<file path="src/rtl/nbcac_21di_encoder_seq.sv">
// Sequential NBCAC encoder, 21-bit value to 30-wire codeword.
// Greedy subtraction of one Fibonacci half-weight per clock.
module nbcac_21di_encoder_seq (
  input  logic        clk,
  input  logic        rst,
  input  logic        in_valid,
  output logic        in_ready,
  input  logic [20:0] v,
  output logic        out_valid,
  input  logic        out_ready,
  output logic [29:0] d
);

  typedef enum logic [1:0] {IDLE, RUN, DONE} state_t;

  state_t      state_q, state_d;
  logic [19:0] r_q, r_d;
  logic [4:0]  k_q, k_d;
  logic [29:0] d_q, d_d;
  logic        in_ready_q, in_ready_d;
  logic        out_valid_q, out_valid_d;
  logic [19:0] h;
  logic [4:0]  idx;

  // h(k) = F(31-k); s(k) = 2*h(k) for k >= 2, s(1) = 1 is v[0]
  always_comb begin
    h = 20'd0;
    unique case (k_q)
      5'd2:  h = 20'd514229;
      5'd3:  h = 20'd317811;
      5'd4:  h = 20'd196418;
      5'd5:  h = 20'd121393;
      5'd6:  h = 20'd75025;
      5'd7:  h = 20'd46368;
      5'd8:  h = 20'd28657;
      5'd9:  h = 20'd17711;
      5'd10: h = 20'd10946;
      5'd11: h = 20'd6765;
      5'd12: h = 20'd4181;
      5'd13: h = 20'd2584;
      5'd14: h = 20'd1597;
      5'd15: h = 20'd987;
      5'd16: h = 20'd610;
      5'd17: h = 20'd377;
      5'd18: h = 20'd233;
      5'd19: h = 20'd144;
      5'd20: h = 20'd89;
      5'd21: h = 20'd55;
      5'd22: h = 20'd34;
      5'd23: h = 20'd21;
      5'd24: h = 20'd13;
      5'd25: h = 20'd8;
      5'd26: h = 20'd5;
      5'd27: h = 20'd3;
      5'd28: h = 20'd2;
      5'd29: h = 20'd1;
      5'd30: h = 20'd1;
      default: h = 20'd0;
    endcase
  end

  assign idx = k_q - 5'd1;

  always_comb begin
    state_d     = state_q;
    r_d         = r_q;
    k_d         = k_q;
    d_d         = d_q;
    in_ready_d  = in_ready_q;
    out_valid_d = out_valid_q;
    unique case (state_q)
      IDLE: begin
        if (in_valid && in_ready_q) begin
          r_d        = v[20:1];
          d_d        = {29'd0, v[0]};
          k_d        = 5'd2;
          state_d    = RUN;
          in_ready_d = 1'b0;
        end
      end
      RUN: begin
        if (r_q >= h) begin
          d_d[idx] = 1'b1;
          r_d      = r_q - h;
        end
        k_d = k_q + 5'd1;
        if (k_q == 5'd30) begin
          k_d         = 5'd2;
          state_d     = DONE;
          out_valid_d = 1'b1;
        end
      end
      DONE: begin
        if (out_ready) begin
          state_d     = IDLE;
          out_valid_d = 1'b0;
          in_ready_d  = 1'b1;
        end
      end
      default: begin
        state_d     = IDLE;
        out_valid_d = 1'b0;
        in_ready_d  = 1'b1;
      end
    endcase
  end

  always_ff @(posedge clk or posedge rst) begin
    if (rst) begin
      state_q     <= IDLE;
      r_q         <= 20'd0;
      k_q         <= 5'd2;
      d_q         <= 30'd0;
      in_ready_q  <= 1'b1;
      out_valid_q <= 1'b0;
    end else begin
      state_q     <= state_d;
      r_q         <= r_d;
      k_q         <= k_d;
      d_q         <= d_d;
      in_ready_q  <= in_ready_d;
      out_valid_q <= out_valid_d;
    end
  end

  // a nonzero residual at DONE means the weight table is wrong
  always @(posedge clk) begin
    if (!rst && state_q == DONE)
      assert (r_q == 20'd0);
  end

  assign in_ready  = in_ready_q;
  assign out_valid = out_valid_q;
  assign d         = d_q;

endmodule

</file>
<file path="config.mk">
export PLATFORM = sky130hd
export DESIGN_NAME = nbcac_21di_encoder_seq
export DESIGN_NICKNAME = d
export VERILOG_FILES = /design/src/rtl/nbcac_21di_encoder_seq.sv
export SDC_FILE = /design/constraint.sdc
export NUM_CORES = 1
export LEC_CHECK = 0
export CAP_MARGIN = 20
export CORE_UTILIZATION = 31
export CTS_CLUSTER_DIAMETER = 200
export DETAILED_ROUTE_END_ITERATION = 16
export GPL_ROUTABILITY_DRIVEN = 0
export PLACE_DENSITY = 0.59
export SETUP_SLACK_MARGIN = 0.5
export SLEW_MARGIN = 20
export SYNTH_ARGS = -nofsm -noshare
export SYNTH_HDL_FRONTEND = slang
export SYNTH_SLANG_ARGS = --single-unit
</file>
<file path="constraint.sdc">
create_clock -name clk -period 4.3 [get_ports clk]
set_input_delay 0.645 -clock clk [delete_from_list [all_inputs] [get_ports clk]]
set_output_delay 0.645 -clock clk [all_outputs]
set_load 0.1 [all_outputs]
</file>
==> results.yml, run 1 <==
run_status:
  status: "finished, final reports clean"
routing:
  drt-pass1-iter-count: 5
  via_count: 4276
  wl_per_cell_um: 16.33
  vias_per_cell: 5.539
  ant_nets: 0
  drc: 0
  drt_iter0_drc: 251
  wl_um: 12610
timing:
  slew_violations: 0
  fmax_ghz: 0.2731
  rsz0062_at_grt: "true"
  period_minus_slack_ns: 3.662
  setup_violations: 0
  setup_tns_ns: 0
  min_period_over_period_pct: 85.17
  maxSlewHeadroom_pct: 34.16
  final_hold_viol_count: 0
  worstMarginPinSlew_ns: 0.9845
  fin_skew_ns: 0.007761
layout:
  n_antenna_cell: 0
  drive_above_1_share_pct: 11.49
  area_growth_pct: 26.97
  nFillCells: 1395
  nNetsFinal: 646
  multi_input_area_um2: 2860
  register_area_um2: 1479
logic_synthesis:
  postSynthCellCount: 542
  synth_cell_type_count: 73
  synth_top_family_by_area: "compound AO/OA/AOI/OAI gates"
  yosysSeqAreaShare_pct: 33.20
  muxShareOfSynthArea_pct: 1.124
  synth_top_area_share_pct: 32.02
  syn_nets: 600
  synth.most_common_cell: "nor2_1"
  yosys.area.top_type: "dfrtp_1"
  synth_edf_count: 0
  synth_common_cells: "nor2_1, nand2_1, dfrtp_1, a31oi_1, a21oi_1"
  synth_area_um2: 4454
  synthXorXnorAreaFrac_pct: 2.556
  synth_area_leaders: "dfrtp_1, ha_1, nor2_1"
  yosys.area_share.simple_pct: 21.35
  ys_dominant_reg_cell: "dfrtp_1"
  synth_compound_area_share_pct: 26.94
  synth_fa_ha_area_share_pct: 9.438
  synthArstFlopShare_pct: 100.0
  synth-seq-cells: 59
  yosys_warnings: 0
  syn_avg_cell_area_um2: 8.218
worst_setup_path:
  cp.arrival_ns: 3.93
  cp-start-kind: "flop"
  critPathMaxFanout: 6
  worstSetupEndpointType: "flop"
  critPathKind: "flop to flop"
  cp.required_ns: 4.57
die:
  die_height_um: 121.9
  ios: 57
  core_um2: 13930
  die_area_um2: 14850
  die_w_um: 121.9
  fp-row-count: 43
  start_util_pct: 31.97
clock_network:
  clk_path_buf_depth: 2
  clock_sinks: 59
  clock_latency_ns: 0.33
  hold_buffers: 0
  cts.htree.levels: 3
  numCtsBuffers: 9
  cts_tree: "built"
  cts-root-buf: "clkbuf_16"
  path_clk_slew_ns: 0.05
global_route:
  grt_pass1_wl_um: 21130
  grt_pass1_vias: 4174
  grt_max_degree: 44
  grtUsageTotal_pct: 17.97
  antenna_found_initial: 0
  grt-ovfl-total: 0
hold_path:
  hold_class: "flop to flop"
flow_run:
  maxCapViolCount: 0
place:
  port_buffers: 56
  dp_hpwl_um: 9100
[cells in the final DEF, fill, tap and decap left out, types with 3 or more instances in the layout]
cell / Yosys / layout
or3_1: 4 / 4
nor2_1: 77 / 77
o22a_1: 4 / 4
or2_2: 3 / 3
ha_1: 32 / 27
a211o_1: 3 / 3
clkdlybuf4s50_1: 0 / 56
a21o_1: 6 / 6
nand2_1: 58 / 58
dfrtp_1: 57 / 57
o21a_1: 8 / 8
clkbuf_16: 0 / 9
a21oi_1: 33 / 32
a31oi_1: 42 / 42
inv_1: 16 / 14
buf_4: 2 / 13
mux2i_1: 5 / 5
ha_2: 0 / 3
nor2b_1: 9 / 8
nand3_1: 14 / 14
nor3_1: 13 / 12
or4_1: 3 / 3
a211oi_1: 4 / 4
xnor2_1: 11 / 11
o21ai_0: 29 / 29
nand4_1: 4 / 4
o21ai_1: 6 / 5
and2_1: 7 / 7
[timing repair]
action	4_1_cts	5_1_grt
hold endpoints to repair	0	0
setup endpoints to repair	50	50
buffers inserted	3	1
gates resized for setup	6	15
pin swaps	0	0
[area by class of cell]
type	instances	area share, %
Inverter	19	1.327
Timing Repair Buffer	71	12.19
Clock buffer	11	4.469
Tap cell	180	3.982
Sequential cell	59	26.15
Clock inverter	4	1.305
Multi-Input combinational cell	428	50.58
[stage by stage]
stage                     setup slack (ns)  utilization, %  cell area [um2]  hold WS, ns  cells
after floorplan                     0.7461               -             4454       0.4729    542
after global placement              0.4842           37.20             5184       0.4722    753
after detailed placement            0.3601           37.20             5184       0.4823    753
after CTS                           0.5548           39.94             5565       0.4939    771
after global routing                0.4412           40.59             5655       0.5021    772
final                               0.6378           40.59             5655       0.4843    772
[critical path, cell delays in order, from the launching register on]
cell	delay, ns
dfstp_2	0.58
ha_1	0.30
mux2i_1	0.11
a221oi_1	0.35
o21a_1	0.22
inv_1	0.05
ha_1	0.30
nor2b_4	0.14
o31a_1	0.30
o41ai_4	0.33
a311oi_4	0.17
or3_1	0.37
a21oi_1	0.19
o22a_1	0.17
[registers in the layout, indices dropped and copies added, names as in the netlist]
| signal | flops |
|---|---|
| state_q | 2 |
| d | 30 |
| out_valid | 1 |
| r_q | 20 |
| in_ready | 1 |
| k_q | 5 |
[cell families (layout without fill, tap and decap cells)]
family	count (synthesis)	after routing
buffers and inverters	55	105
AND/OR/NAND/NOR	204	204
XOR/XNOR	13	13
AO/OA/AOI/OAI	173	173
multiplexers	5	5
flip-flops	59	59
adder cells (fa/ha/maj)	33	33
[per-layer routing]
metal	GRT usage, %	share of wire [%]	routed length, um
met2	29.87	48	6096
met1	23.42	46	5785
met4	5.324	0.80	101
met5	0	0	0
met3	3.511	5.0	626
[path summary, 6_finish.rpt]
kind	startpoint	end	slack [ns]	cells after the start
worst min-delay path	out_valid	out_valid	0.48	1
min in group asynchronous	rst	d[21]	0.81	2
worst max-delay path	k_q[1]	r_q[15]	0.64	13
worst min register to register	out_valid	out_valid	0.48	1
max in group asynchronous	rst	k_q[1]	2.61	3
worst max register to register	k_q[1]	r_q[15]	0.64	13
Power of run 1 is not shown: default switching activity piles up to over one toggle a cycle in this logic, so the estimate is an artifact.
==> run 2: changes to the inputs <==
--- a/config.mk
+++ b/config.mk
@@ -11,7 +11,7 @@
 export DETAILED_ROUTE_END_ITERATION = 16
 export GPL_ROUTABILITY_DRIVEN = 0
 export PLACE_DENSITY = 0.59
-export SETUP_SLACK_MARGIN = 0.5
+export REMOVE_ABC_BUFFERS = 1
 export SLEW_MARGIN = 20
 export SYNTH_ARGS = -nofsm -noshare
 export SYNTH_HDL_FRONTEND = slang
==> run 2 against run 1 <==
Setup slack lost 0.31 ns; final cell count fell by 0.52%; count of clock-buffer cells in the layout fell by 2; worst hold slack lost 0.0047 ns; clock skew about the same.
==> results.yml, run 2 (same netlist as run 1, synthesis figures left out) <==
run_status:
  status: "finished, final reports clean"
timing:
  setup_tns_ns: 0
  fmax_ghz: 0.2520
  worstMarginPinSlew_ns: 0.9749
  min_period_over_period_pct: 92.29
  rsz0062_at_grt: "true"
  setup_violations: 0
  final_hold_viol_count: 0
  slew_violations: 0
  period_minus_slack_ns: 3.968
  maxSlewHeadroom_pct: 34.80
  fin_skew_ns: 0.007268
global_route:
  grt_pass1_wl_um: 20600
  antenna_found_initial: 0
  grt_max_degree: 47
  grt-ovfl-total: 0
  grtUsageTotal_pct: 17.78
  grt_pass1_vias: 4007
worst_setup_path:
  worstSetupEndpointType: "flop"
  reg2reg_depth: 16
  crit_start: "k_q[1]"
  critPathMaxFanout: 46
  cp-start-kind: "flop"
  worstReg2RegStart: "k_q[1]"
  cp.required_ns: 4.51
  cp.arrival_ns: 4.18
  rrSetupSlack_ns: 0.33
  critPathKind: "flop to flop"
routing:
  wl_um: 12530
  ant_nets: 0
  via_count: 4215
  drt_iter0_drc: 288
  drt-pass1-iter-count: 5
  vias_per_cell: 5.488
  wl_per_cell_um: 16.32
  drc: 0
die:
  core_um2: 13930
  die_area_um2: 14850
  start_util_pct: 31.97
  fp-row-count: 43
  ios: 57
  die_height_um: 121.9
  die_w_um: 121.9
clock_network:
  clock_sinks: 59
  hold_buffers: 0
  numCtsBuffers: 9
  cts.htree.levels: 3
  cts_tree: "built"
  clock_latency_ns: 0.34
  clk_path_buf_depth: 2
  cts_resized: 0
  path_clk_slew_ns: 0.06
  cts-root-buf: "clkbuf_16"
  post_cts_buffers: 0
layout:
  largest_reg_flops: 30
  nNetsFinal: 641
  final_common_cell: "nor2_1"
  n_antenna_cell: 0
  drive_above_1_share_pct: 8.673
  area_growth_pct: 23.62
  mostFrequentLayoutCells: "nor2_1, nand2_1, dfrtp_1"
place:
  port_buffers: 56
  dp_hpwl_um: 8925
hold_path:
  hold_class: "flop to flop"
  min_from: "out_valid"
  hold_depth: 1
flow_run:
  maxCapViolCount: 0
## run 2: cell type report
| class | instances | area (um2) |
|---|---|---|
| inverters | 19 | 71.32 |
| multi-input cells | 428 | 2766 |
| repair buffers | 66 | 660.6 |
| fillers | 1374 | 8428 |
| clock inverters | 7 | 78.83 |
| clock buffers | 9 | 225.2 |
| flip-flops and latches | 59 | 1479 |
| well taps | 180 | 225.2 |
## run 2: layer usage
metal / GRT usage [%] / vias up / part of all wire (%)
met5: 0 / - / 0
met4: 5.247 / 0 / 1.4
met1: 23.46 / 2016 / 46
li1: - / 2046 / -
met2: 28.32 / 140 / 47
met3: 4.682 / 13 / 6.1
## run 2: critical path: stages, from the launching register on
cell,delay [ns]
dfstp_2,0.65
inv_1,0.20
ha_1,0.46
nor2_1,0.06
a21oi_1,0.16
mux2i_1,0.09
a21oi_1,0.15
ha_1,0.24
fa_1,0.21
and2b_1,0.22
o31a_1,0.27
o31ai_1,0.29
a211o_1,0.21
nand3_2,0.14
buf_12,0.24
a31oi_1,0.16
nor2_1,0.06
## run 2: final timing paths
check / to
min reg2reg: out_valid
max in group asynchronous: k_q[3]
max: d[17]
min: out_valid
max reg2reg: d[17]
min in group asynchronous: out_valid
## run 2: through the flow
stage	std cells	cell area [um2]	worst slack (ns)	utilization [%]	hold slack [ns]
6_report	768	5507	0.3316	39.52	0.4796
5_1_grt	768	5507	-0.005537	39.52	0.5079
4_1_cts	768	5490	0.3362	39.40	0.4896
3_5_place_dp	752	5186	0.3468	37.22	0.4770
3_3_place_gp	752	5186	0.4560	37.22	0.4723
2_1_floorplan	506	4285	0.002536	-	0.4729
Power of run 2 is left out for the same reason.
==> run 3: changes to the inputs <==
--- a/config.mk
+++ b/config.mk
@@ -10,8 +10,10 @@
 export CTS_CLUSTER_DIAMETER = 200
 export DETAILED_ROUTE_END_ITERATION = 16
 export GPL_ROUTABILITY_DRIVEN = 0
+export HOLD_SLACK_MARGIN = 0.02
 export PLACE_DENSITY = 0.59
 export REMOVE_ABC_BUFFERS = 1
+export SKIP_LAST_GASP = 1
 export SLEW_MARGIN = 20
 export SYNTH_ARGS = -nofsm -noshare
 export SYNTH_HDL_FRONTEND = slang
==> run 3 against run 2 <==
Flip-flop and latch count is the same; core utilization is essentially flat; via count grew 0.45%; critical path depth shrank 1; routed wire length shrank 0.34%; highest routed layer unchanged; maximum frequency shrank 0.66%; die area is the same; setup slack lost 0.027 ns; register-to-register slack lost 0.03 ns; final cell count is the same; count of clock-buffer cells in the layout is the same; sequential share of layout area is essentially flat.
==> results.yml, run 3 (same netlist as run 1, synthesis figures left out) <==
clock_network:
  clk_path_buf_depth: 2
  cts_tree: "built"
  numCtsBuffers: 9
  clock_latency_ns: 0.34
  cts-root-buf: "clkbuf_16"
  post_cts_buffers: 0
  hold_buffers: 0
  clock_sinks: 59
  cts.htree.levels: 3
  path_clk_slew_ns: 0.06
worst_setup_path:
  crit_family: "compound AO/OA/AOI/OAI gates"
  cp.arrival_ns: 4.21
  worstReg2RegStart: "k_q[1]"
  path_buf_inv: 1
  worstSetupEndpointType: "flop"
  critPathKind: "flop to flop"
  cpMaxStageDelayCell: "dfstp_2"
  critPathMaxFanout: 11
  crit_chain: "inv_1, ha_1, nor2_1, a21oi_1, a211oi_1, a21oi_1, ha_1, fa_1, and2b_1, o2111ai_1, a21oi_1, o21ai_1, and3_1, o21ai_1, a31oi_1"
  cp-start-kind: "flop"
  cp.required_ns: 4.52
  path_common_cell: "a21oi_1"
  max_stage_delay_ns: 0.65
  crit_start: "k_q[1]"
layout:
  fin_cells: 768
  mostFrequentLayoutCells: "nor2_1, nand2_1, dfrtp_1"
  n_antenna_cell: 0
  area_growth_pct: 23.54
  final_common_cell: "nor2_1"
  nNetsFinal: 641
  largest_reg_flops: 30
  drive_above_1_share_pct: 8.503
global_route:
  grt_pass1_vias: 4007
  grt_pass1_wl_um: 20600
  grt_max_degree: 47
  grt-ovfl-total: 0
  grtUsageTotal_pct: 17.78
  antenna_found_initial: 0
timing:
  fin_skew_ns: 0.007514
  period_minus_slack_ns: 3.995
  final_hold_viol_count: 0
  maxSlewHeadroom_pct: 34.80
  rsz0062_at_grt: "true"
  min_period_over_period_pct: 92.91
  setup_violations: 0
  worstMarginPinSlew_ns: 0.9749
  setup_tns_ns: 0
  fmax_ghz: 0.2503
  slew_violations: 0
place:
  dpl.cell_count: 752
  dp_hpwl_um: 8925
  port_buffers: 56
routing:
  vias_per_cell: 5.513
  drt-pass1-iter-count: 6
  wl_per_cell_um: 16.26
  drc: 0
  wl_um: 12490
  via_count: 4234
  drt_iter0_drc: 289
  ant_nets: 0
hold_path:
  hold_class: "flop to flop"
  min_from: "out_valid"
die:
  fp-row-count: 43
  die_height_um: 121.9
  die_area_um2: 14850
  start_util_pct: 31.97
  die_w_um: 121.9
  core_um2: 13930
  ios: 57
flow_run:
  maxCapViolCount: 0
run_status:
  status: "finished, final reports clean"
==> run 3: cell counts in the layout (fill, tap and decap cells not counted) <==
Identical to the previous run, type by type.
==> run 3: layout make-up <==
type,instances,area (um2)
clock buffer,9,225.2
tap,180,225.2
fill,1376,8432
timing repair buffer,66,660.6
multi-input combinational,428,2763
inverter,19,71.32
clock inverter,7,78.83
sequential,59,1479
==> run 3: worst paths after layout <==
check	slack, ns	end	cells past startpoint
min in group asynchronous	0.84	out_valid	2
min reg2reg	0.48	out_valid	1
min	0.48	out_valid	1
max in group asynchronous	2.66	k_q[3]	3
max	0.31	r_q[10]	15
max reg2reg	0.31	r_q[10]	15
==> run 3: worst reg2reg max path: stages, from the launching register on <==
cell and delay (ns):
dfstp_2 0.65, inv_1 0.20, ha_1 0.43, nor2_1 0.12, a21oi_1 0.06, a211oi_1 0.24, a21oi_1 0.06, ha_1 0.24
fa_1 0.39, and2b_1 0.27, o2111ai_1 0.27, a21oi_1 0.41, o21ai_1 0.12, and3_1 0.20, o21ai_1 0.12, a31oi_1 0.09
==> run 3: per-stage QoR <==
step / util [%] / hold slack [ns] / worst slack (ns) / instance area, um2
2_1_floorplan: - / 0.4729 / 0.002536 / 4285
4_1_cts: 39.40 / 0.4896 / 0.3362 / 5490
3_3_place_gp: 37.22 / 0.4723 / 0.4560 / 5186
5_1_grt: 39.49 / 0.5079 / -0.02525 / 5503
3_5_place_dp: 37.22 / 0.4770 / 0.3468 / 5186
6_report: 39.49 / 0.4796 / 0.3051 / 5503
==> run 3: repair_timing <==
item                                    in CTS  in global routing
endpoints found under the setup margin       0                  1
endpoints found under the hold margin        0                  0
gates resized for setup                      0                  1
==> run 3: per-layer routing <==
metal / track usage, % / part of all wire, %
met1: 23.46 / 46
met2: 28.32 / 46
met3: 4.682 / 6.0
met4: 5.247 / 1.5
met5: 0 / 0
Power of run 3 is left out for the same reason.
